### config.mk
export PLATFORM = sky130hd
export DESIGN_NAME = wf_ready_tracker
export DESIGN_NICKNAME = d
export VERILOG_FILES = /design/src/rtl/wf_ready_tracker_pkg.sv /design/src/rtl/wf_ready_tracker_slot_fsm.sv /design/src/rtl/wf_ready_tracker.sv
export SDC_FILE = /design/constraint.sdc
export NUM_CORES = 1
export LEC_CHECK = 0
export BUFFER_PORTS_ARGS = -buffer_cell sky130_fd_sc_hd__buf_2
export CAP_MARGIN = 10
export CELL_PAD_IN_SITES_DETAIL_PLACEMENT = 0
export CELL_PAD_IN_SITES_GLOBAL_PLACEMENT = 1
export CORE_UTILIZATION = 46
export DETAILED_ROUTE_END_ITERATION = 12
export GPL_TIMING_DRIVEN = 0
export PLACE_DENSITY = 0.87
export REMOVE_ABC_BUFFERS = 1
export SLEW_MARGIN = 10
export SYNTH_ARGS = -nofsm -noshare
export SYNTH_HDL_FRONTEND = slang
export SYNTH_HIERARCHICAL = 1
export SYNTH_SLANG_ARGS = --single-unit
export TNS_END_PERCENT = 1
### constraint.sdc
create_clock -name clk -period 6.2 [get_ports clk]
set_input_delay 0.62 -clock clk [delete_from_list [all_inputs] [get_ports clk]]
set_output_delay 0.62 -clock clk [all_outputs]
set_load 0.03 [all_outputs]
### src/rtl/wf_ready_tracker_pkg.sv
// Shared definitions for the wavefront readiness scoreboard.
// Holds the slot count, id width and the per-slot state encoding.
package wf_ready_tracker_pkg;

  localparam int unsigned NUM_WF  = 40;
  localparam int unsigned WF_ID_W = 6;

  typedef enum logic [1:0] {
    SlotFree      = 2'd0,
    SlotWaitInstr = 2'd1,
    SlotReady     = 2'd2,
    SlotInflight  = 2'd3
  } slot_state_e;

endpackage

### src/rtl/wf_ready_tracker_slot_fsm.sv
// One wavefront slot's lifecycle FSM: FREE -> WAIT_INSTR -> READY -> INFLIGHT.
// Ports:
//   clk, rst       clock, asynchronous active-high reset
//   dispatch_hit   slot allocated this cycle
//   instr_hit      next instruction available this cycle
//   issue_hit      slot issued this cycle
//   retire_hit     in-flight instruction retired this cycle
//   retire_end     retiring instruction was s_endpgm
//   ready          slot is READY (decoded from the state flops)
//   busy_next      slot will be non-FREE after this edge
//   done           end-retire accepted this cycle
//   illegal        at least one event does not fit the current state
module wf_slot_fsm
  import wf_ready_tracker_pkg::*;
(
  input  logic clk,
  input  logic rst,
  input  logic dispatch_hit,
  input  logic instr_hit,
  input  logic issue_hit,
  input  logic retire_hit,
  input  logic retire_end,
  output logic ready,
  output logic busy_next,
  output logic done,
  output logic illegal
);

  slot_state_e state_q, state_d;

  // Legal events move the slot; any event that does not fit the current
  // state is flagged and otherwise has no effect.
  always_comb begin
    state_d = state_q;
    illegal = 1'b0;
    done    = 1'b0;
    unique case (state_q)
      SlotFree: begin
        if (dispatch_hit) state_d = SlotWaitInstr;
        illegal = instr_hit | issue_hit | retire_hit;
      end
      SlotWaitInstr: begin
        if (instr_hit) state_d = SlotReady;
        illegal = dispatch_hit | issue_hit | retire_hit;
      end
      SlotReady: begin
        if (issue_hit) state_d = SlotInflight;
        illegal = dispatch_hit | instr_hit | retire_hit;
      end
      SlotInflight: begin
        if (retire_hit && retire_end) begin
          state_d = SlotFree;
          done    = 1'b1;
          illegal = dispatch_hit | issue_hit | instr_hit;
        end else if (retire_hit) begin
          // A same-cycle instruction arrival skips WAIT_INSTR.
          state_d = instr_hit ? SlotReady : SlotWaitInstr;
          illegal = dispatch_hit | issue_hit;
        end else begin
          illegal = dispatch_hit | issue_hit | instr_hit;
        end
      end
      default: state_d = SlotFree;
    endcase
  end

  always_ff @(posedge clk or posedge rst) begin
    if (rst) begin
      state_q <= SlotFree;
    end else begin
      state_q <= state_d;
    end
  end

  assign ready     = (state_q == SlotReady);
  assign busy_next = (state_d != SlotFree);

endmodule

### src/rtl/wf_ready_tracker.sv
// Per-wavefront readiness scoreboard feeding the issue arbiter.
// Ports:
//   clk, rst                        clock, asynchronous active-high reset
//   wf_dispatch_en/_id              wavefront allocated to a slot
//   instr_valid_en/_wf_id           next instruction buffered for a slot
//   issued_en/issued_wf_id          arbiter issued a slot
//   retire_en/_wf_id/_is_end        in-flight instruction retired
//   wf_ready_arry                   bit i set while slot i is READY
//   wf_done_en/wf_done_id           one-cycle pulse on wavefront completion
//   active_count                    registered count of non-FREE slots
//   protocol_err                    sticky illegal-event flag
module wf_ready_tracker #(
  parameter int unsigned NUM_WF  = wf_ready_tracker_pkg::NUM_WF,
  parameter int unsigned WF_ID_W = wf_ready_tracker_pkg::WF_ID_W
) (
  input  logic               clk,
  input  logic               rst,
  input  logic               wf_dispatch_en,
  input  logic [WF_ID_W-1:0] wf_dispatch_id,
  input  logic               instr_valid_en,
  input  logic [WF_ID_W-1:0] instr_valid_wf_id,
  input  logic               issued_en,
  input  logic [WF_ID_W-1:0] issued_wf_id,
  input  logic               retire_en,
  input  logic [WF_ID_W-1:0] retire_wf_id,
  input  logic               retire_is_end,
  output logic [NUM_WF-1:0]  wf_ready_arry,
  output logic               wf_done_en,
  output logic [WF_ID_W-1:0] wf_done_id,
  output logic [WF_ID_W-1:0] active_count,
  output logic               protocol_err
);

  import wf_ready_tracker_pkg::*;

  localparam logic [WF_ID_W-1:0] IdLimit = WF_ID_W'(NUM_WF);

  logic [NUM_WF-1:0]  dispatch_hit, instr_hit, issue_hit, retire_hit;
  logic [NUM_WF-1:0]  slot_busy_next, slot_done, slot_illegal;
  logic               range_err;
  logic [WF_ID_W-1:0] count_d;

  // Out-of-range ids never match a slot, so they fall out of the decode.
  always_comb begin
    dispatch_hit = '0;
    instr_hit    = '0;
    issue_hit    = '0;
    retire_hit   = '0;
    for (int unsigned i = 0; i < NUM_WF; i++) begin
      dispatch_hit[i] = wf_dispatch_en && (wf_dispatch_id == WF_ID_W'(i));
      instr_hit[i]    = instr_valid_en && (instr_valid_wf_id == WF_ID_W'(i));
      issue_hit[i]    = issued_en && (issued_wf_id == WF_ID_W'(i));
      retire_hit[i]   = retire_en && (retire_wf_id == WF_ID_W'(i));
    end
    range_err = (wf_dispatch_en && (wf_dispatch_id >= IdLimit)) ||
                (instr_valid_en && (instr_valid_wf_id >= IdLimit)) ||
                (issued_en && (issued_wf_id >= IdLimit)) ||
                (retire_en && (retire_wf_id >= IdLimit));
  end

  for (genvar g = 0; g < NUM_WF; g++) begin : gen_slot
    wf_slot_fsm u_slot (
      .clk          (clk),
      .rst          (rst),
      .dispatch_hit (dispatch_hit[g]),
      .instr_hit    (instr_hit[g]),
      .issue_hit    (issue_hit[g]),
      .retire_hit   (retire_hit[g]),
      .retire_end   (retire_is_end),
      .ready        (wf_ready_arry[g]),
      .busy_next    (slot_busy_next[g]),
      .done         (slot_done[g]),
      .illegal      (slot_illegal[g])
    );
  end

  // Count next-state occupancy so the register matches the slots it tracks.
  always_comb begin
    count_d = '0;
    for (int unsigned i = 0; i < NUM_WF; i++) begin
      count_d = count_d + WF_ID_W'(slot_busy_next[i]);
    end
  end

  always_ff @(posedge clk or posedge rst) begin
    if (rst) begin
      active_count <= '0;
      wf_done_en   <= 1'b0;
      wf_done_id   <= '0;
      protocol_err <= 1'b0;
    end else begin
      active_count <= count_d;
      wf_done_en   <= |slot_done;
      if (|slot_done) wf_done_id <= retire_wf_id;
      protocol_err <= protocol_err | (|slot_illegal) | range_err;
    end
  end

endmodule

# == Yosys cells after proc, flatten, opt, wreduce, memory -nomap -nowiden ==
# Cells that the tools add are included.
# word_totals
wordCells,1418
reg_bits,94
# classes
n_lt_le_gt_ge,4
n_addsub,39
reduce_logical,293
bitwise_logic,282
eq_ne,276
mux,480
# op_table
op,n
2-bit two-way mux,240
"6-bit by 5-bit equality test with 1-bit output, second input constant",64
2-bit one-hot mux with 4 select lines,40
1-bit OR,282
6-bit by 1-bit adder with 6-bit output,34
1-bit logical AND,204
"6-bit by 4-bit equality test with 1-bit output, second input constant",32
"6-bit equality test, second input constant",32
"2-bit equality test, second input constant",80
1-bit two-way mux,160
1-bit one-hot mux with 4 select lines,40
"6-bit by 3-bit equality test with 1-bit output, second input constant",16
"2-bit by 1-bit equality test with 1-bit output, second input constant",40
2-bit logical NOT,40
2-bit nonzero test,40
40-bit OR reduction,2
"6-bit by 2-bit equality test with 1-bit output, second input constant",8
"6-bit by 1-bit equality test with 1-bit output, second input constant",4
"6-bit greater-or-equal comparator, second input constant",4
6-bit logical NOT,4
5-bit by 1-bit adder with 6-bit output,1
4-bit by 1-bit adder with 5-bit output,1
3-bit by 1-bit adder with 4-bit output,1
2-bit by 1-bit adder with 3-bit output,1
other kinds (2),4

# == Longest topological paths before layout ==
# logic_depth
depth_word,46
mapped_depth,24

# == By module ==
# Netlist, hierarchy kept.
# modules_own_cells
module,area_per_inst_um2,cells_each,n_inst
wf_slot_fsm,201.4,26,40
wf_ready_tracker,2890.3,435,1

# == Worst setup path after synthesis ==
# Ideal clock, no wire load.
# synth_timing
kind,input port to flip-flop
from,in issued_wf_id[5]
to,reg active_count[5]
path_buffers,0
setup_ns,0.118
required_ns,6.082
t_arrival_ns,6.497
path_slack_ns,-0.415
stages,22
path_cell_list,nand3b_2 or3b_2 nor2_1 nor2_1 o21a_1 o31ai_1 inv_1 fa_1 fa_1 inv_1 fa_1 fa_1 inv_1 fa_1 fa_1 fa_1 inv_1 ha_1 a21o_1 a21oi_1 o21bai_1 a21o_1
# synth_rtl
element,line,text
"start, declared",wf_ready_tracker.sv:23,"input logic [WF_ID_W-1:0] issued_wf_id,"
6-bit by 5-bit equality test with 1-bit output,wf_ready_tracker.sv:52,issue_hit[i] = issued_en && (issued_wf_id == WF_ID_W'(i));
1-bit logical AND,wf_ready_tracker.sv:52,
via issue_hit[25],wf_ready_tracker.sv:38,"logic [NUM_WF-1:0] dispatch_hit, instr_hit, issue_hit, retire_hit;"
2-bit two-way mux,wf_ready_tracker_slot_fsm.sv:47,if (issue_hit) state_d = SlotInflight;
2-bit one-hot mux with 4 select lines,wf_ready_tracker_slot_fsm.sv:37,unique case (state_q)
2-bit nonzero test,wf_ready_tracker_slot_fsm.sv:76,assign busy_next = (state_d != SlotFree);
via slot_busy_next[25],wf_ready_tracker.sv:39,"logic [NUM_WF-1:0] slot_busy_next, slot_done, slot_illegal;"
6-bit by 1-bit adder with 6-bit output (15 in a row),wf_ready_tracker.sv:81,count_d = count_d + WF_ID_W'(slot_busy_next[i]);
via count_d[5],wf_ready_tracker.sv:41,logic [WF_ID_W-1:0] count_d;
"end signal, assigned",wf_ready_tracker.sv:92,active_count <= count_d;
"end, declared",wf_ready_tracker.sv:30,"output logic [WF_ID_W-1:0] active_count,"
# The timed path passes the listed nets, and every way through them passes these cells.
# A chain may end at the register's enable or synchronous reset.

# == Worst setup path after layout ==
# layout_timing
from,in retire_wf_id[0]
to,reg active_count[4]
# layout_rtl
element,line,text
"start, declared",wf_ready_tracker.sv:25,"input logic [WF_ID_W-1:0] retire_wf_id,"
6-bit by 5-bit equality test with 1-bit output *,wf_ready_tracker.sv:53,retire_hit[i] = retire_en && (retire_wf_id == WF_ID_W'(i));
1-bit logical AND *,wf_ready_tracker.sv:53,
via retire_hit[21],wf_ready_tracker.sv:38,
2-bit two-way mux / 1-bit logical AND (equally long branches),"wf_ready_tracker_slot_fsm.sv:55, wf_ready_tracker_slot_fsm.sv:51",
2-bit two-way mux *,wf_ready_tracker_slot_fsm.sv:51,if (retire_hit && retire_end) begin
2-bit one-hot mux with 4 select lines *,wf_ready_tracker_slot_fsm.sv:37,
2-bit nonzero test *,wf_ready_tracker_slot_fsm.sv:76,
via slot_busy_next[21],wf_ready_tracker.sv:39,
6-bit by 1-bit adder with 6-bit output * (19 in a row),wf_ready_tracker.sv:81,
via count_d[4],wf_ready_tracker.sv:41,
# Mark *: on every way through the listed nets, which the timed path passes. The rest lies on a longest branch.

==> results.md <==
Status
- **status** finished, violations left
- **violations in the final reports** setup timing

Clocking
- **total number of clock tree sinks** 94
- **maximum count of clock buffers along a single path** 2
- **CTS Buf Count** 9
- **TritonCTS clock tree** yes
- **count of hold-fix buffers inserted at cts** 0
- **source-to-sink clock delay at the later pin of the worst-skew pair** 360 ps
- **number of H-tree levels** 3
- **root buf cell** sky130_fd_sc_hd__clkbuf_16
- **clock slew seen by the registers of the worst setup and hold paths** 70 ps

Timing
- **Final Max Tran Viols** 0
- **min setup slack post-route** -280 ps
- **portion of the clock cycle consumed by the worst path in the final layout** 1.05
- **worst-margin pin slew** 1170 ps
- **RSZ-0062 raised after global routing** yes
- **# setup viols final** 5
- **Final Hold Vio Count** 0
- **timing-limited maximum frequency** 154 MHz
- **Post-Route Skew** 8.80 ps
- **relative slew slack** 0.222
- **final worst path period need** 6480 ps

Finish
- **most common cell after layout, fill and taps aside** sky130_fd_sc_hd__nor2_1
- **Inserted Diodes** 0
- **final std cells w/o fill** 1872
- **ratio of cells with drive above 1 in the final layout** 0.205
- **leading cell types in the layout, fill and taps excluded** sky130_fd_sc_hd__nor2_1, sky130_fd_sc_hd__inv_1, sky130_fd_sc_hd__nand2_1, sky130_fd_sc_hd__dfrtp_1, sky130_fd_sc_hd__buf_2
- **combined area of the multi-input logic cells** 8160 um^2
- **number of nets in the layout** 1621
- **Fillers** 2308
- **Layout Area Growth over Synthesis** 15.2%
- **Seq. cell area** 2350 um^2

Die
- **cell row count** 56
- **effective utilization at floorplan** 0.468
- **core region area** 23400 um^2
- **x dimension of the die** 156 um
- **Die Y** 156 um
- **Top Ports** 85
- **Die Outline Area** 24400 um^2

Hold path
- **worst hold stages** 1
- **Worst Hold Launch** wf_done_id[4]$_DFFE_PP0P_
- **end point of the worst hold path** wf_done_id[4]$_DFFE_PP0P_
- **type of the tightest min-delay check** reg2reg

Setup path
- **reg-to-reg endpoint** active_count[4]$_DFF_PP0_
- **WP data required** 6490 ps
- **number of cell instances on the worst register-to-register path** 20
- **FF-to-FF setup slack** 200 ps
- **critical path peak fanout** 13
- **Arr. time, crit path** 6770 ps
- **launch instance of the worst register-to-register path** gen_slot[21].u_slot/state_q[1]$_DFF_PP0_
- **endpoint type of the worst setup path** flip-flop
- **nature of the critical path startpoint** primary input
- **category of the most critical setup path** in2reg

Place
- **placed cell count** 1826
- **worst slack at placement** -1210 ps
- **placed wire-length estimate** 27400 um
- **number of buffers inserted by port buffering** 84
- **Placer Congestion** 0.946

Detailed routing
- **number of vias in the routed layout** 11200
- **total wire length after detailed routing** 37200 um
- **initial detailed-routing violation count** 1200
- **router iterations before antenna repair** 5
- **via density per instance** 5.97
- **average detailed-routed wire length per instance** 19.9 um
- **remaining design rule violation count** 0
- **post-route antenna net violation count** 0

Global route
- **total track usage** 0.307
- **total overflow reported by the global router** 0
- **via count of the first global-routing pass** 10600
- **largest net degree at the start of global routing** 73
- **number of antenna violations at the first check in global routing** 0
- **wire length of the first global-routing pass** 57100 um

Synth
- **synthesized instance count** 1475
- **post-synthesis instance area** 10900 um^2
- **post-synthesis sequential area ratio** 0.215
- **warning count from the yosys run** 6
- **number of distinct library cells after synthesis** 38
- **#FFs+latches synth** 94
- **syn avg cell area** 7.42 um^2

Run
- **Max-cap violations** 0

-- worst max path at each step --
stage	end	startpoint	depth (start not counted)
2_1_floorplan	active_count[5]$_DFF_PP0_	issued_wf_id[5]	22
3_3_place_gp	active_count[5]$_DFF_PP0_	retire_is_end	20
3_5_place_dp	active_count[5]$_DFF_PP0_	issued_wf_id[5]	23
4_1_cts	active_count[5]$_DFF_PP0_	wf_dispatch_id[3]	21
5_1_grt	active_count[4]$_DFF_PP0_	instr_valid_wf_id[0]	24
6_report	active_count[4]$_DFF_PP0_	retire_wf_id[0]	24
-- metrics by stage --
stage                     hold WS [ps]  setup TNS, ps  utilization  instance area (um^2)
final                              502           -974        0.539                 12600
after global routing               523          -1660        0.539                 12600
after CTS                          506           -581        0.525                 12300
after detailed placement           490          -5650        0.483                 11300
after global placement             483          -7600        0.482                 11300
after floorplan                    361          -1280            -                 10400
-- registers in the layout, summed over array words and instances (netlist names) --
register                 count
wf_done_en                   1
active_count                 6
wf_done_id                   6
protocol_err                 1
gen_slot.u_slot/state_q     80
-- cell families after synthesis --
kind of cell    count (synthesis)  synth area share
flops                          94             0.215
simple gates                  769             0.361
buf+inv                       232             0.107
fa+ha+maj                      42            0.0693
xor+xnor                        3           0.00240
compound gates                289             0.198
mux                            46            0.0473
-- synth_stat cells, drive strengths merged --
master  count  share of area
nor3b      44          0.030
nand3      16         0.0073
o22ai      40          0.023
fa         31          0.057
or3b        5         0.0040
dfrtp      94           0.21
or2        41          0.023
and3       40          0.023
buf        40          0.041
a21boi     40          0.027
a21oi       2        0.00091
nand4       5         0.0029
o21a       40          0.027
a32oi      40          0.032
a21o        2         0.0014
o31ai      40          0.027
and2b      40          0.032
mux2       46          0.047
o211ai      4         0.0027
ha         11          0.013
nor3       58          0.028
a211oi     80          0.055
xor2        1        0.00080
nor4       19          0.011
xnor2       2         0.0016
inv       179          0.061
nor2      275          0.094
clkbuf     13         0.0045
o21bai      1        0.00069
nand3b     15          0.011
nor2b      52          0.030
nand2     110          0.038
or4         1        0.00069
nand2b     48          0.027
-- layout make-up --
| type | instances | share of cell area |
|---|---|---|
| tap | 319 | 0.0316 |
| clock buffer | 10 | 0.0189 |
| multi-input combinational | 1149 | 0.647 |
| timing repair buffer | 115 | 0.0554 |
| sequential | 94 | 0.186 |
| clock inverter | 6 | 0.00724 |
| inverter | 179 | 0.0535 |
-- layer usage --
metal / wire, um / up-vias / share of wire / track usage
met4: 1620 / 0 / 0.043 / 0.142
li1: - / 5235 / - / -
met5: 0 / - / 0 / 0
met2: 17500 / 482 / 0.47 / 0.517
met3: 2980 / 105 / 0.080 / 0.0474
met1: 15100 / 5346 / 0.41 / 0.385
-- timing repair --
| item | in CTS | in global routing |
|---|---|---|
| pin swaps | 24 | 26 |
| endpoints found under the setup margin | 6 | 5 |
| gates resized for setup | 120 | 66 |
| setup buffers | 23 | 7 |
-- worst max-delay path, cell delays in order --
cell and delay [ps]:
sky130_fd_sc_hd__buf_4 230, sky130_fd_sc_hd__nor2b_1 240, sky130_fd_sc_hd__nand2_1 220, sky130_fd_sc_hd__nor2_4 190
sky130_fd_sc_hd__nand2_1 140, sky130_fd_sc_hd__a32oi_2 270, sky130_fd_sc_hd__o31ai_2 140, sky130_fd_sc_hd__fa_1 550
sky130_fd_sc_hd__inv_1 80, sky130_fd_sc_hd__fa_1 520, sky130_fd_sc_hd__inv_2 50, sky130_fd_sc_hd__fa_2 530
sky130_fd_sc_hd__inv_2 40, sky130_fd_sc_hd__fa_1 460, sky130_fd_sc_hd__fa_1 530, sky130_fd_sc_hd__fa_1 460
sky130_fd_sc_hd__fa_1 530, sky130_fd_sc_hd__inv_2 50, sky130_fd_sc_hd__ha_4 160, sky130_fd_sc_hd__fa_2 340
sky130_fd_sc_hd__a21oi_2 120, sky130_fd_sc_hd__nor2_1 50, sky130_fd_sc_hd__nor2_1 110, sky130_fd_sc_hd__xnor2_1 120
Power is not shown: default switching activity piles up to over one toggle a cycle in this logic, so the estimate is an artifact.
